## config.mk

```make
export PLATFORM = sky130hd
export DESIGN_NAME = mem_wb
export DESIGN_NICKNAME = d
export VERILOG_FILES = /design/src/rtl/mem_wb_pkg.sv /design/src/rtl/mem_wb_load_align.sv /design/src/rtl/mem_wb.sv
export SDC_FILE = /design/constraint.sdc
export NUM_CORES = 1
export LEC_CHECK = 0
export CAP_MARGIN = 20
export CORE_MARGIN = 4
export CORE_UTILIZATION = 40
export DETAILED_ROUTE_END_ITERATION = 10
export DONT_BUFFER_PORTS = 1
export MAX_ROUTING_LAYER = met4
export SYNTH_ARGS = -nofsm -noshare
export SYNTH_HDL_FRONTEND = slang
export SYNTH_SLANG_ARGS = --single-unit
```

## constraint.sdc

```tcl
create_clock -name clk -period 5.41 [get_ports clk]
set_input_delay 0.8115 -clock clk [delete_from_list [all_inputs] [get_ports clk]]
set_output_delay 0.8115 -clock clk [all_outputs]
set_load 0.02 [all_outputs]
```

## src/rtl/mem_wb_pkg.sv

```systemverilog
// Shared pipeline constants for the MEM/WB boundary: bus types, load-op codes,
// stall-vector bit positions and the registered WB state record.
package mem_wb_pkg;

  localparam int RegWidth     = 32;
  localparam int RegAddrWidth = 5;

  typedef logic [RegWidth-1:0]     reg_bus_t;
  typedef logic [RegAddrWidth-1:0] reg_addr_bus_t;

  localparam reg_bus_t ZeroWord    = '0;
  localparam logic     WriteEnable = 1'b1;
  localparam logic     RstEnable   = 1'b1;

  // Stall vector bit positions
  localparam int STALL_MEM = 4;
  localparam int STALL_WB  = 5;

  typedef enum logic [2:0] {
    LOAD_NONE = 3'd0,
    LOAD_LB   = 3'd1,
    LOAD_LBU  = 3'd2,
    LOAD_LH   = 3'd3,
    LOAD_LHU  = 3'd4,
    LOAD_LW   = 3'd5,
    LOAD_RSV6 = 3'd6,
    LOAD_RSV7 = 3'd7
  } load_op_e;

  typedef struct packed {
    reg_addr_bus_t wd;
    logic          wreg;
    reg_bus_t      data;
    load_op_e      load_op;
    logic [1:0]    load_off;
    logic          whilo;
    reg_bus_t      hi;
    reg_bus_t      lo;
  } wb_state_t;

endpackage

```

## src/rtl/mem_wb_load_align.sv

```systemverilog
// Combinational load lane select and sign/zero extension: (raw, op, offset) -> word.
// Zero latency; no flow control.
module load_align
  import mem_wb_pkg::*;
#(
  parameter bit BIG_ENDIAN = 1'b1
) (
  input  logic [31:0] raw_i,
  input  load_op_e    op_i,
  input  logic [1:0]  off_i,
  output logic [31:0] data_o
);

  logic [1:0]  byte_idx;
  logic        hw_idx;
  logic [7:0]  byte_sel;
  logic [15:0] half_sel;

  always_comb begin
    // byte_idx/hw_idx count lanes up from bit 0; big-endian offsets count down
    byte_idx = BIG_ENDIAN ? ~off_i : off_i;
    hw_idx   = BIG_ENDIAN ? ~off_i[1] : off_i[1];

    case (byte_idx)
      2'd0:    byte_sel = raw_i[7:0];
      2'd1:    byte_sel = raw_i[15:8];
      2'd2:    byte_sel = raw_i[23:16];
      default: byte_sel = raw_i[31:24];
    endcase

    half_sel = hw_idx ? raw_i[31:16] : raw_i[15:0];

    data_o = raw_i;
    case (op_i)
      LOAD_LB:  data_o = {{24{byte_sel[7]}}, byte_sel};
      LOAD_LBU: data_o = {24'd0, byte_sel};
      LOAD_LH:  data_o = {{16{half_sel[15]}}, half_sel};
      LOAD_LHU: data_o = {16'd0, half_sel};
      default:  data_o = raw_i;
    endcase
  end

endmodule

```

## src/rtl/mem_wb.sv

```systemverilog
// MEM/WB pipeline register; one-cycle latency, wb_wdata extended from registered state only.
// Stall: MEM stalled + WB running inserts a bubble; both stalled holds; flush clears.
module mem_wb
  import mem_wb_pkg::*;
#(
  parameter bit BIG_ENDIAN = 1'b1
) (
  input  logic        clk,
  input  logic        rst,
  input  logic [5:0]  stall,
  input  logic        flush,
  input  logic [4:0]  mem_wd,
  input  logic        mem_wreg,
  input  logic [31:0] mem_wdata,
  input  logic [2:0]  mem_load_op,
  input  logic [1:0]  mem_load_off,
  input  logic        mem_whilo,
  input  logic [31:0] mem_hi,
  input  logic [31:0] mem_lo,
  output logic [4:0]  wb_wd,
  output logic        wb_wreg,
  output logic [31:0] wb_wdata,
  output logic        wb_whilo,
  output logic [31:0] wb_hi,
  output logic [31:0] wb_lo
);

  wb_state_t state_q, state_d;

  // Lower stall bits belong to earlier stages.
  logic unused_stall;
  assign unused_stall = ^stall[3:0];

  always_comb begin
    state_d = state_q;
    if (flush) begin
      state_d = '0;
    end else if (stall[STALL_MEM] && !stall[STALL_WB]) begin
      state_d = '0;
    end else if (!stall[STALL_MEM]) begin
      state_d = '{wd:       mem_wd,
                  wreg:     mem_wreg,
                  data:     mem_wdata,
                  load_op:  load_op_e'(mem_load_op),
                  load_off: mem_load_off,
                  whilo:    mem_whilo,
                  hi:       mem_hi,
                  lo:       mem_lo};
    end
  end

  always_ff @(posedge clk) begin
    if (rst == RstEnable) begin
      state_q <= '0;
    end else begin
      state_q <= state_d;
    end
  end

  load_align #(
    .BIG_ENDIAN(BIG_ENDIAN)
  ) u_load_align (
    .raw_i (state_q.data),
    .op_i  (state_q.load_op),
    .off_i (state_q.load_off),
    .data_o(wb_wdata)
  );

  assign wb_wd    = state_q.wd;
  assign wb_wreg  = state_q.wreg;
  assign wb_whilo = state_q.whilo;
  assign wb_hi    = state_q.hi;
  assign wb_lo    = state_q.lo;

endmodule

```

==> out/summary.txt, run 1 <==
===============================================================================================
Worst VDD drop ...................................................................       158 uV
Die extent in x ..................................................................       120 um
Post-Route Skew ..................................................................         0 ns
Count of maximum capacitance violations ..........................................            0
Worst path arrival time ..........................................................      2.63 ns
Worst-skew pair later-pin latency ................................................      0.34 ns
DR iter-0 viols ..................................................................          200
Worst relative slew slack ........................................................        49.7%
Design Area, Final ...............................................................     4900 um2
Number of antenna repair diodes ..................................................            0
Slew at the pin with the worst max-slew slack ....................................     0.755 ns
Startpoint kind of the worst setup timing path ...................................    flip-flop
Worst-case hold slack ............................................................     0.537 ns
Yosys warns ......................................................................            0
Average routed wire per standard cell ............................................      19.6 um
Min cycle time layout ............................................................      3.44 ns
Post-placement setup slack .......................................................      2.27 ns
Synthesized net count ............................................................          610
Vias in the first global route ...................................................        3,082
Register bit count reported by yosys .............................................          108
Status ........................................................................... finished clean
Global routing usage summed across all routing layers ............................        15.5%
Mean Syn Cell Area ...............................................................     10.2 um2
WP data required .................................................................      4.60 ns
Clock input transition at the sequential cells of the worst setup and hold paths .      0.08 ns
Standby leakage power ............................................................      2.02 nW
Count of unique library cells instantiated by Yosys ..............................           28
Synthesized instance count .......................................................          493
Average via count per standard cell ..............................................         5.42
Final cell utilization of the core ...............................................        40.3%
Layout net count .................................................................          522
Clock tree root buffer cell ...................................................... sky130_fd_sc_hd__clkbuf_16
Share of the clock period used by the worst path .................................        63.6%
H-tree depth reported by CTS .....................................................            3
Setup repair after global routing missed its margin ..............................        false
Area of the die ..................................................................   14,400 um2
Fraction of final layout cells with drive strength greater than 1 ................        9.27%
Pwr per Cell Area ................................................................   337 nW/um2
Antenna violations before repair .................................................            0
Crit end category ................................................................   output pin
Hold WC Path Type ................................................................ flip-flop to flip-flop
Vias .............................................................................        3,131
Post-detailed-route DRC marker count .............................................            0
Final Max Slew Viols .............................................................            0
Antenna violation net count after detailed routing ...............................            0
Post-synthesis cell area .........................................................     5020 um2
First-pass GRT wire length .......................................................      17.0 mm
Final WL .........................................................................      11.3 mm
Clock sink count .................................................................          108
Dpl hpwl .........................................................................      8.20 mm
Final setup viols ................................................................            0
Sum of internal, switching and leakage power .....................................      1.65 mW
Clk buf depth ....................................................................            2
Flip-flop and latch area .........................................................     2160 um2
Clock buffers created by TritonCTS ...............................................            9
Hold violation total from the final report .......................................            0
Critical Path Fanout Max .........................................................           16
Vertical die dimension ...........................................................       120 um
Footprint of the multi-input gates ...............................................     2160 um2
Finished Layout Cells ............................................................          578
Area of the core region ..........................................................   12,200 um2
CTS hold repair buffers ..........................................................            0
IO buf count .....................................................................            0
I/O pin total ....................................................................          220
Number of gates resized after CTS ................................................            0
Pin count of the biggest net entering global routing .............................          110
Fin Setup TNS ....................................................................         0 ns
Remaining Overflow, GRT ..........................................................            0
Final critical-path setup slack ..................................................      1.97 ns
Synthesis-to-finish area growth ..................................................       -2.42%
Row count ........................................................................           40
Placed instance count ............................................................          561
Global placement routability congestion ..........................................        0.823
Proportion of synthesized chip area in sequential cells ..........................        43.0%
Startpoint-to-endpoint class of the critical path ................................ flip-flop to output pin
Number of filler cells placed in the layout ......................................        1,191
Fmax achieved ....................................................................      291 MHz
Initial DRT Pass Iterations ......................................................            4
Clock tree from TritonCTS ........................................................        built
Initial core utilization .........................................................        41.3%
Post-CTS Setup Inserts ...........................................................            0
Dpl cell area ....................................................................     4570 um2
===============================================================================================
-- path summary, 6_finish.rpt --
| kind | end | cells past startpoint | slack, ns | startpoint |
|---|---|---|---|---|
| max | wb_wdata[26] | 3 | 1.97 | state_q[66] |
| min | state_q[72] | 2 | 0.54 | state_q[72] |
| max reg2reg | state_q[66] | 2 | 4.28 | state_q[66] |
| min reg2reg | state_q[72] | 2 | 0.54 | state_q[72] |
-- cells in the mapped netlist --
cell	n	share of area (%)
sky130_fd_sc_hd__nor4b_1	1	0.17
sky130_fd_sc_hd__a211oi_2	1	0.25
sky130_fd_sc_hd__xnor2_1	1	0.17
sky130_fd_sc_hd__and4_4	1	0.22
sky130_fd_sc_hd__buf_4	72	11
sky130_fd_sc_hd__o21ai_1	1	0.10
sky130_fd_sc_hd__clkbuf_1	8	0.60
sky130_fd_sc_hd__nor3b_1	1	0.15
sky130_fd_sc_hd__nor2_1	110	8.2
sky130_fd_sc_hd__dfxtp_1	108	43
sky130_fd_sc_hd__nor2_2	1	0.12
sky130_fd_sc_hd__buf_2	20	2.0
sky130_fd_sc_hd__o211ai_2	1	0.25
sky130_fd_sc_hd__and3_1	7	0.87
sky130_fd_sc_hd__or3b_1	1	0.17
sky130_fd_sc_hd__and3_2	1	0.15
sky130_fd_sc_hd__buf_6	2	0.45
sky130_fd_sc_hd__clkbuf_2	1	0.10
sky130_fd_sc_hd__mux4_2	8	3.6
sky130_fd_sc_hd__inv_1	2	0.15
sky130_fd_sc_hd__o2bb2ai_1	16	2.8
sky130_fd_sc_hd__nand3b_1	1	0.15
sky130_fd_sc_hd__a21oi_2	1	0.17
sky130_fd_sc_hd__xor2_2	1	0.32
sky130_fd_sc_hd__mux2i_1	108	22
sky130_fd_sc_hd__inv_2	1	0.075
sky130_fd_sc_hd__mux2_2	1	0.22
sky130_fd_sc_hd__a221o_1	16	3.2
-- critical path: stages, from the launching register on --
cell	delay, ns
sky130_fd_sc_hd__dfxtp_1	0.79
sky130_fd_sc_hd__mux4_2	0.63
sky130_fd_sc_hd__nor2_2	0.52
sky130_fd_sc_hd__o2bb2ai_1	0.33
-- where the power goes --
part | total, mW | switching [mW] | internal (mW)
clock | 0.683 | 0.312 | 0.371
sequential | 0.856 | 0.0392 | 0.816
combinational | 0.111 | 0.0567 | 0.0545
-- layout make-up --
type                       count  area share (%)
multi-input combinational    279            44.1
timing repair buffer           4           0.740
tap                          168            4.29
clock inverter                 7            1.91
clock buffer                   9            4.60
sequential                   108            44.1
inverter                       3           0.230
-- registers in the layout, summed over array words and instances, names as in the netlist --
register and flops:
state_q 37, wb_hi 32, wb_lo 32, wb_wd 5, wb_whilo 1, wb_wreg 1
-- kinds of logic after synthesis --
logic type	Yosys count	synth area share [%]
multiplexers	117	25.3
XOR/XNOR	2	0.498
AO/OA/AOI/OAI	36	6.75
buffers and inverters	106	14.1
AND/OR/NAND/NOR	124	10.2
flip-flops	108	43.0
-- layer usage --
| layer | track usage (%) | up-vias | wire length, um | part of all wire (%) |
|---|---|---|---|---|
| met3 | 6.88 | 12 | 1210 | 11 |
| met2 | 24.8 | 174 | 5450 | 48 |
| met4 | 5.30 | 0 | 144 | 1.3 |
| li1 | - | 1459 | - | - |
| met1 | 17.4 | 1486 | 4520 | 40 |
| met5 | - | - | 0 | 0 |
-- placed cells by master, fill, tap and decap left out, types with 2 or more instances in the layout --
| cell | n |
|---|---|
| sky130_fd_sc_hd__clkbuf_16 | 9 |
| sky130_fd_sc_hd__clkinv_4 | 2 |
| sky130_fd_sc_hd__o2bb2ai_1 | 16 |
| sky130_fd_sc_hd__dfxtp_1 | 108 |
| sky130_fd_sc_hd__inv_8 | 2 |
| sky130_fd_sc_hd__mux4_2 | 8 |
| sky130_fd_sc_hd__nor2_1 | 110 |
| sky130_fd_sc_hd__buf_4 | 3 |
| sky130_fd_sc_hd__mux2i_1 | 108 |
| sky130_fd_sc_hd__and3_1 | 7 |
| sky130_fd_sc_hd__inv_1 | 2 |
| sky130_fd_sc_hd__a221o_1 | 16 |
Power figures use the tool's default switching activity.
==> inputs of run 2 (changes only) <==
--- a/config.mk
+++ b/config.mk
@@ -5,6 +5,7 @@
 export SDC_FILE = /design/constraint.sdc
 export NUM_CORES = 1
 export LEC_CHECK = 0
+export ABC_AREA = 1
 export CAP_MARGIN = 20
 export CORE_MARGIN = 4
 export CORE_UTILIZATION = 40
==> constraint.sdc (replaced) <==
create_clock -name clk -period 3.3 [get_ports clk]
set_input_delay 0.495 -clock clk [delete_from_list [all_inputs] [get_ports clk]]
set_output_delay 0.495 -clock clk [all_outputs]
set_load 0.02 [all_outputs]
==> run 2 against run 1 <==
Net effect:
- global-route usage increased by 2.5 points
- register-to-register slack worse by 2.0 ns
- count of clock-buffer cells in the layout up 1
- synthesized cell count up 48%
- combinational power increased by 63%
- die area grew 2.3%
- total power rose by 58%
- sequential power rose by 64%
- final area increased by 0.71%
- largest power group unchanged
==> out/summary.txt, run 2 <==
===============================================================================================
Prevailing post-synth register cell .............................................. sky130_fd_sc_hd__dfxtp_1
Layout net count .................................................................          748
Footprint of the multi-input gates ...............................................     2190 um2
Average via count per standard cell ..............................................         5.27
Vertical die dimension ...........................................................       121 um
Final Max Slew Viols .............................................................            0
Global placement routability congestion ..........................................        0.825
Startpoint kind of the worst setup timing path ...................................    flip-flop
Crit end category ................................................................   output pin
WHS Path Cells ...................................................................            2
Slew at the pin with the worst max-slew slack ....................................     0.694 ns
H-tree depth reported by CTS .....................................................            3
Worst relative slew slack ........................................................        53.6%
Portion of synthesized cell area occupied by the leading cell type ...............        42.0%
Hold WC Path Type ................................................................ input pin to flip-flop
Most common cell after layout, fill and taps aside ............................... sky130_fd_sc_hd__nand2_1
Startpoint-to-endpoint class of the critical path ................................ flip-flop to output pin
Flip-flop and latch area .........................................................     2160 um2
Fin Setup TNS ....................................................................         0 ns
Number of flip-flops in the largest register .....................................           37
Met2 capacity usage during global routing ........................................        27.9%
Register bit count reported by yosys .............................................          108
Yosys warns ......................................................................            0
Status ........................................................................... finished clean
Clock tree from TritonCTS ........................................................        built
Vias .............................................................................        4,263
Row count ........................................................................           41
Worst-case hold slack ............................................................     0.279 ns
Min cycle time layout ............................................................      2.79 ns
Dpl hpwl .........................................................................      9.14 mm
DR iter-0 viols ..................................................................          342
Worst VDD drop ...................................................................       265 uV
Pwr per Cell Area ................................................................   529 nW/um2
Post-Route Skew ..................................................................         0 ns
Final setup viols ................................................................            0
Fmax achieved ....................................................................      358 MHz
Cell accounting for the most synthesized area .................................... sky130_fd_sc_hd__dfxtp_1
Share of flip-flops with an asynchronous set or reset ............................           0%
Post-CTS Setup Inserts ...........................................................            0
Synthesis-to-finish area growth ..................................................       -4.06%
Clock sink count .................................................................          108
Largest register by flop count ...................................................      state_q
Post-synthesis cell area .........................................................     5140 um2
Antenna violations before repair .................................................            1
GRT met1 Usage ...................................................................        22.9%
Most frequent cells in the layout ................................................ 294 x sky130_fd_sc_hd__nand2_1, 115 x sky130_fd_sc_hd__a21oi_1, 108 x sky130_fd_sc_hd__dfxtp_1
Critical Path Fanout Max .........................................................           24
Average routed wire per standard cell ............................................      16.3 um
Synthesized net count ............................................................          849
Global Route met3 Usage ..........................................................        4.15%
Vias in the first global route ...................................................        3,970
Most used standard cell by instance count after synthesis ........................ sky130_fd_sc_hd__nand2_1
WP data required .................................................................      2.80 ns
EDFF count, synth ................................................................            0
Antenna violation net count after detailed routing ...............................            0
Hold violation total from the final report .......................................            0
Number of filler cells placed in the layout ......................................        1,377
List of most frequent post-synthesis cells ....................................... 294 x sky130_fd_sc_hd__nand2_1, 115 x sky130_fd_sc_hd__a21oi_1, 108 x sky130_fd_sc_hd__dfxtp_1
Standby leakage power ............................................................      1.87 nW
Proportion of synthesized chip area in sequential cells ..........................        42.0%
Count of unique library cells instantiated by Yosys ..............................           22
Count of maximum capacitance violations ..........................................            0
Synthesized instance count .......................................................          732
Worst path arrival time ..........................................................      2.30 ns
Pin count of the biggest net entering global routing .............................          110
Mean Syn Cell Area ...............................................................     7.03 um2
Clk buf depth ....................................................................            2
Area of the core region ..........................................................   12,600 um2
IO buf count .....................................................................            0
Synth top area cells ............................................................. sky130_fd_sc_hd__dfxtp_1 42%, sky130_fd_sc_hd__nand2_1 21%, sky130_fd_sc_hd__a21oi_1 11%
Share of the clock period used by the worst path .................................        84.7%
I/O pin total ....................................................................          220
Worst-skew pair later-pin latency ................................................      0.34 ns
Dpl cell area ....................................................................     4650 um2
Final WL .........................................................................      13.2 mm
Number of gates resized after CTS ................................................            0
Post-detailed-route DRC marker count .............................................            0
Setup repair after global routing missed its margin ..............................        false
Final cell utilization of the core ...............................................        39.1%
CTS hold repair buffers ..........................................................            0
Clock input transition at the sequential cells of the worst setup and hold paths .      0.08 ns
Die extent in x ..................................................................       121 um
Initial DRT Pass Iterations ......................................................            5
Global routing usage summed across all routing layers ............................        18.0%
Design Area, Final ...............................................................     4940 um2
Fraction of final layout cells with drive strength greater than 1 ................        5.82%
Worst R2R Path Depth .............................................................            3
Area of the die ..................................................................   14,700 um2
Clock tree root buffer cell ...................................................... sky130_fd_sc_hd__clkbuf_16
Initial core utilization .........................................................        40.8%
First-pass GRT wire length .......................................................      20.5 mm
Clock buffers created by TritonCTS ...............................................            9
Remaining Overflow, GRT ..........................................................            0
Most congested layer reported by global routing ..................................         met2
===============================================================================================
-- run 2: changes by cell type in the layout (fill, tap and decap cells not counted), moves of 49 or more --
cell	change
sky130_fd_sc_hd__nand2_1	+294
sky130_fd_sc_hd__a21oi_1	+115
sky130_fd_sc_hd__mux2i_1	-108
sky130_fd_sc_hd__nor2_1	-100
sky130_fd_sc_hd__nand3_1	+49
-- run 2: critical path, stage by stage, from the launching register on --
cell,delay [ns]
sky130_fd_sc_hd__dfxtp_1,0.30
sky130_fd_sc_hd__buf_4,0.17
sky130_fd_sc_hd__inv_1,0.23
sky130_fd_sc_hd__nand2_2,0.24
sky130_fd_sc_hd__or2_1,0.31
sky130_fd_sc_hd__nand3_2,0.35
sky130_fd_sc_hd__nand3_1,0.34
-- run 2: where the power goes --
group / switching, mW / internal, mW / leakage [nW]
combinational: 0.129 / 0.0528 / 0.857
clock: 0.504 / 0.529 / 0.140
sequential: 0.0588 / 1.34 / 0.877
total: 0.692 / 1.92 / 1.87
-- run 2: metrics by stage --
stage,instances,power (mW),worst slack (ns)
2_1_floorplan,732,1.62,1.57
3_3_place_gp,792,1.60,0.946
3_5_place_dp,792,1.61,0.900
4_1_cts,808,2.65,0.509
5_1_grt,809,2.73,0.307
6_report,809,2.61,0.506
-- run 2: layout make-up --
| type | instances | area share (%) |
|---|---|---|
| Multi-Input combinational cell | 499 | 44.3 |
| Sequential cell | 108 | 43.8 |
| Clock buffer | 10 | 4.64 |
| Tap cell | 172 | 4.36 |
| Clock inverter | 6 | 1.12 |
| Timing Repair Buffer | 5 | 1.01 |
| Inverter | 8 | 0.684 |
| Antenna cell | 1 | 0.0507 |
-- run 2: worst paths after layout --
path	slack [ns]	endpoint	start
max	0.51	wb_wdata[12]	state_q[65]
min	0.28	wb_lo[15]	mem_lo[15]
max reg2reg	2.32	state_q[66]	state_q[66]
min reg2reg	0.49	state_q[93]	state_q[93]
-- run 2: cells by family (layout without fill, tap and decap cells) --
family	count (synthesis)	in the layout	synth area share, %
buffers and inverters	125	29	15.4
flip-flops	108	108	42.0
other	0	1	0
AO/OA/AOI/OAI	124	124	12.7
AND/OR/NAND/NOR	375	375	29.9
-- run 2: per-layer routing --
layer / routed length (um) / vias up / share of wire, %
met1: 5630 / 1954 / 43
met2: 6170 / 199 / 47
li1: - / 2092 / -
met5: 0 / - / 0
met3: 1120 / 18 / 8.5
met4: 268 / 0 / 2.0
==> inputs of run 3 (changes only) <==
==> constraint.sdc (replaced) <==
create_clock -name clk -period 2.7 [get_ports clk]
set_input_delay 0.405 -clock clk [delete_from_list [all_inputs] [get_ports clk]]
set_output_delay 0.405 -clock clk [all_outputs]
set_load 0.02 [all_outputs]
==> run 3 against run 2 <==
Net effect:
- first-iteration DRC count is 11% lower
- final area up 5.1%
- die area unchanged
- routed wire length decreased by 0.42%
- critical path type unchanged
- largest cell class unchanged
- highest routed layer unchanged
==> out/summary.txt, run 3 (synthesized netlist as in run 2, its figures left out) <==
===============================================================================================
Clock sink count .................................................................          108
Clock input transition at the sequential cells of the worst setup and hold paths .      0.08 ns
Final setup viols ................................................................            0
Origin of the worst setup path ...................................................  state_q[66]
Setup repair after global routing missed its margin ..............................        false
Slew at the pin with the worst max-slew slack ....................................     0.559 ns
Fraction of final layout cells with drive strength greater than 1 ................        9.53%
Layout net count .................................................................          773
Min-Delay Startpoint .............................................................   mem_lo[28]
Post-Route Skew ..................................................................         0 ns
Average via count per standard cell ..............................................         5.19
Share of the clock period used by the worst path .................................        92.9%
Largest register by flop count ...................................................      state_q
Critical Path Fanout Max .........................................................           32
Vertical die dimension ...........................................................       121 um
Most common cell after layout, fill and taps aside ............................... sky130_fd_sc_hd__nand2_1
Global routing usage summed across all routing layers ............................        17.8%
Worst-case hold slack ............................................................     0.193 ns
Count of maximum capacitance violations ..........................................            0
Worst path arrival time ..........................................................      2.10 ns
First-pass GRT wire length .......................................................      20.3 mm
Clk buf depth ....................................................................            2
Fmax achieved ....................................................................      399 MHz
Placed instance count ............................................................          817
Hold WC Path Type ................................................................ input pin to flip-flop
DR iter-0 viols ..................................................................          306
Initial core utilization .........................................................        40.8%
Clock buffers created by TritonCTS ...............................................            9
Crit end category ................................................................   output pin
Top routing layer in use .........................................................         met4
H-tree depth reported by CTS .....................................................            3
Number of filler cells placed in the layout ......................................        1,322
Initial DRT Pass Iterations ......................................................            5
CTS hold repair buffers ..........................................................            0
Final Max Slew Viols .............................................................            0
Average routed wire per standard cell ............................................      15.8 um
Vias .............................................................................        4,320
Terminus of the critical flop-to-flop path .......................................    wb_hi[19]
Number of flip-flops in the largest register .....................................           37
Number of antenna repair diodes ..................................................            0
Area of the die ..................................................................   14,700 um2
Synthesis-to-finish area growth ..................................................       0.876%
Most frequent cells in the layout ................................................ 294 x sky130_fd_sc_hd__nand2_1, 115 x sky130_fd_sc_hd__a21oi_1, 108 x sky130_fd_sc_hd__dfxtp_1
IO buf count .....................................................................            0
Vias in the first global route ...................................................        3,978
Startpoint-to-endpoint class of the critical path ................................ flip-flop to output pin
Met1 wire length .................................................................      5.50 mm
I/O pin total ....................................................................          220
Die extent in x ..................................................................       121 um
Area of the core region ..........................................................   12,600 um2
Pin count of the biggest net entering global routing .............................          110
Setup slack on the worst flop-to-flop path .......................................      1.91 ns
Row count ........................................................................           41
Fin Setup TNS ....................................................................         0 ns
Worst setup path endpoint ........................................................ wb_wdata[31]
Clock tree from TritonCTS ........................................................        built
Worst VDD drop ...................................................................       460 uV
Source of the worst register-to-register timing path .............................    wb_hi[19]
Final WL .........................................................................      13.1 mm
Dpl hpwl .........................................................................      9.14 mm
Hold violation total from the final report .......................................            0
Worst-skew pair later-pin latency ................................................      0.34 ns
Global placement routability congestion ..........................................        0.896
Status ........................................................................... finished clean
Clock tree root buffer cell ...................................................... sky130_fd_sc_hd__clkbuf_16
Startpoint kind of the worst setup timing path ...................................    flip-flop
Antenna violation net count after detailed routing ...............................            0
Post-detailed-route DRC marker count .............................................            0
Pwr per Cell Area ................................................................   653 nW/um2
Standby leakage power ............................................................      2.03 nW
WP data required .................................................................      2.30 ns
Remaining Overflow, GRT ..........................................................            0
Min cycle time layout ............................................................      2.51 ns
Worst R2R Path Depth .............................................................            2
Routed length on met2 ............................................................      6.24 mm
Antenna violations before repair .................................................            0
Met3 wire length .................................................................      1.16 mm
Finished Layout Cells ............................................................          833
Worst relative slew slack ........................................................        62.7%
===============================================================================================
==> run 3: changes by cell type in the layout (fill, tap and decap cells not counted) <==
cell                         delta
sky130_fd_sc_hd__nand3_4        +1
sky130_fd_sc_hd__inv_6          -1
sky130_fd_sc_hd__clkinvlp_4     +1
sky130_fd_sc_hd__buf_12         +1
sky130_fd_sc_hd__buf_4         +24
sky130_fd_sc_hd__clkbuf_8       +1
sky130_fd_sc_hd__nand3_2        -1
sky130_fd_sc_hd__clkbuf_1       -1
sky130_fd_sc_hd__clkinv_4       -1
sky130_fd_sc_hd__bufinv_16      +2
sky130_fd_sc_hd__inv_8          -1
sky130_fd_sc_hd__diode_2        -1
==> run 3: metrics by stage <==
stage / power (mW) / utilization, % / setup WS (ns) / cell area, um2
global placement: 1.98 / 38.4 / 0.539 / 4850
CTS: 3.43 / 41.1 / 0.0965 / 5180
finish: 3.39 / 41.1 / 0.192 / 5190
global route: 3.52 / 41.1 / 0.0694 / 5190
detailed placement: 1.99 / 38.4 / 0.488 / 4850
floorplan: 1.98 / - / 1.06 / 5140
==> run 3: repair_timing <==
| item | in CTS | in global routing |
|---|---|---|
| buffers inserted | 0 | 0 |
| endpoints found under the setup margin | 0 | 24 |
| resized for setup | 0 | 1 |
==> run 3: final cells by class <==
class	count	area, um2	share of cell area [%]
Multi-Input combinational cell	499	2200	42.3
Tap cell	172	215	4.15
Timing Repair Buffer	30	250	4.82
Sequential cell	108	2160	41.7
Inverter	8	33.8	0.651
Clock buffer	10	239	4.60
Clock inverter	6	93.8	1.81
==> run 3: how the worst min path moves through the flow <==
stage | end | slack (ns) | cells past startpoint
after floorplan | wb_hi[0] | 0.45 | 2
after global placement | state_q[85] | 0.47 | 2
after detailed placement | state_q[85] | 0.48 | 2
after CTS | wb_lo[9] | 0.18 | 2
after global routing | wb_hi[1] | 0.17 | 2
final | wb_lo[28] | 0.19 | 2
==> run 3: routing by layer <==
metal | vias to the layer above | track usage [%]
met3 | 16 | 5.73
met1 | 1978 | 21.5
met5 | - | -
met2 | 190 | 28.0
li1 | 2136 | -
met4 | 0 | 6.30
==> run 3: critical path, cell delays in order, from the launching register on <==
cell and delay [ns]:
sky130_fd_sc_hd__dfxtp_1 0.37, sky130_fd_sc_hd__buf_4 0.32, sky130_fd_sc_hd__nand2_1 0.14, sky130_fd_sc_hd__o21a_1 0.14, sky130_fd_sc_hd__nand2_1 0.42, sky130_fd_sc_hd__nand3_1 0.17, sky130_fd_sc_hd__buf_4 0.20
==> run 3: power breakdown <==
group          internal [mW]  switching [mW]
Clock                  0.847           0.595
Combinational         0.0825           0.160
Sequential              1.63          0.0717
Total                   2.56           0.827
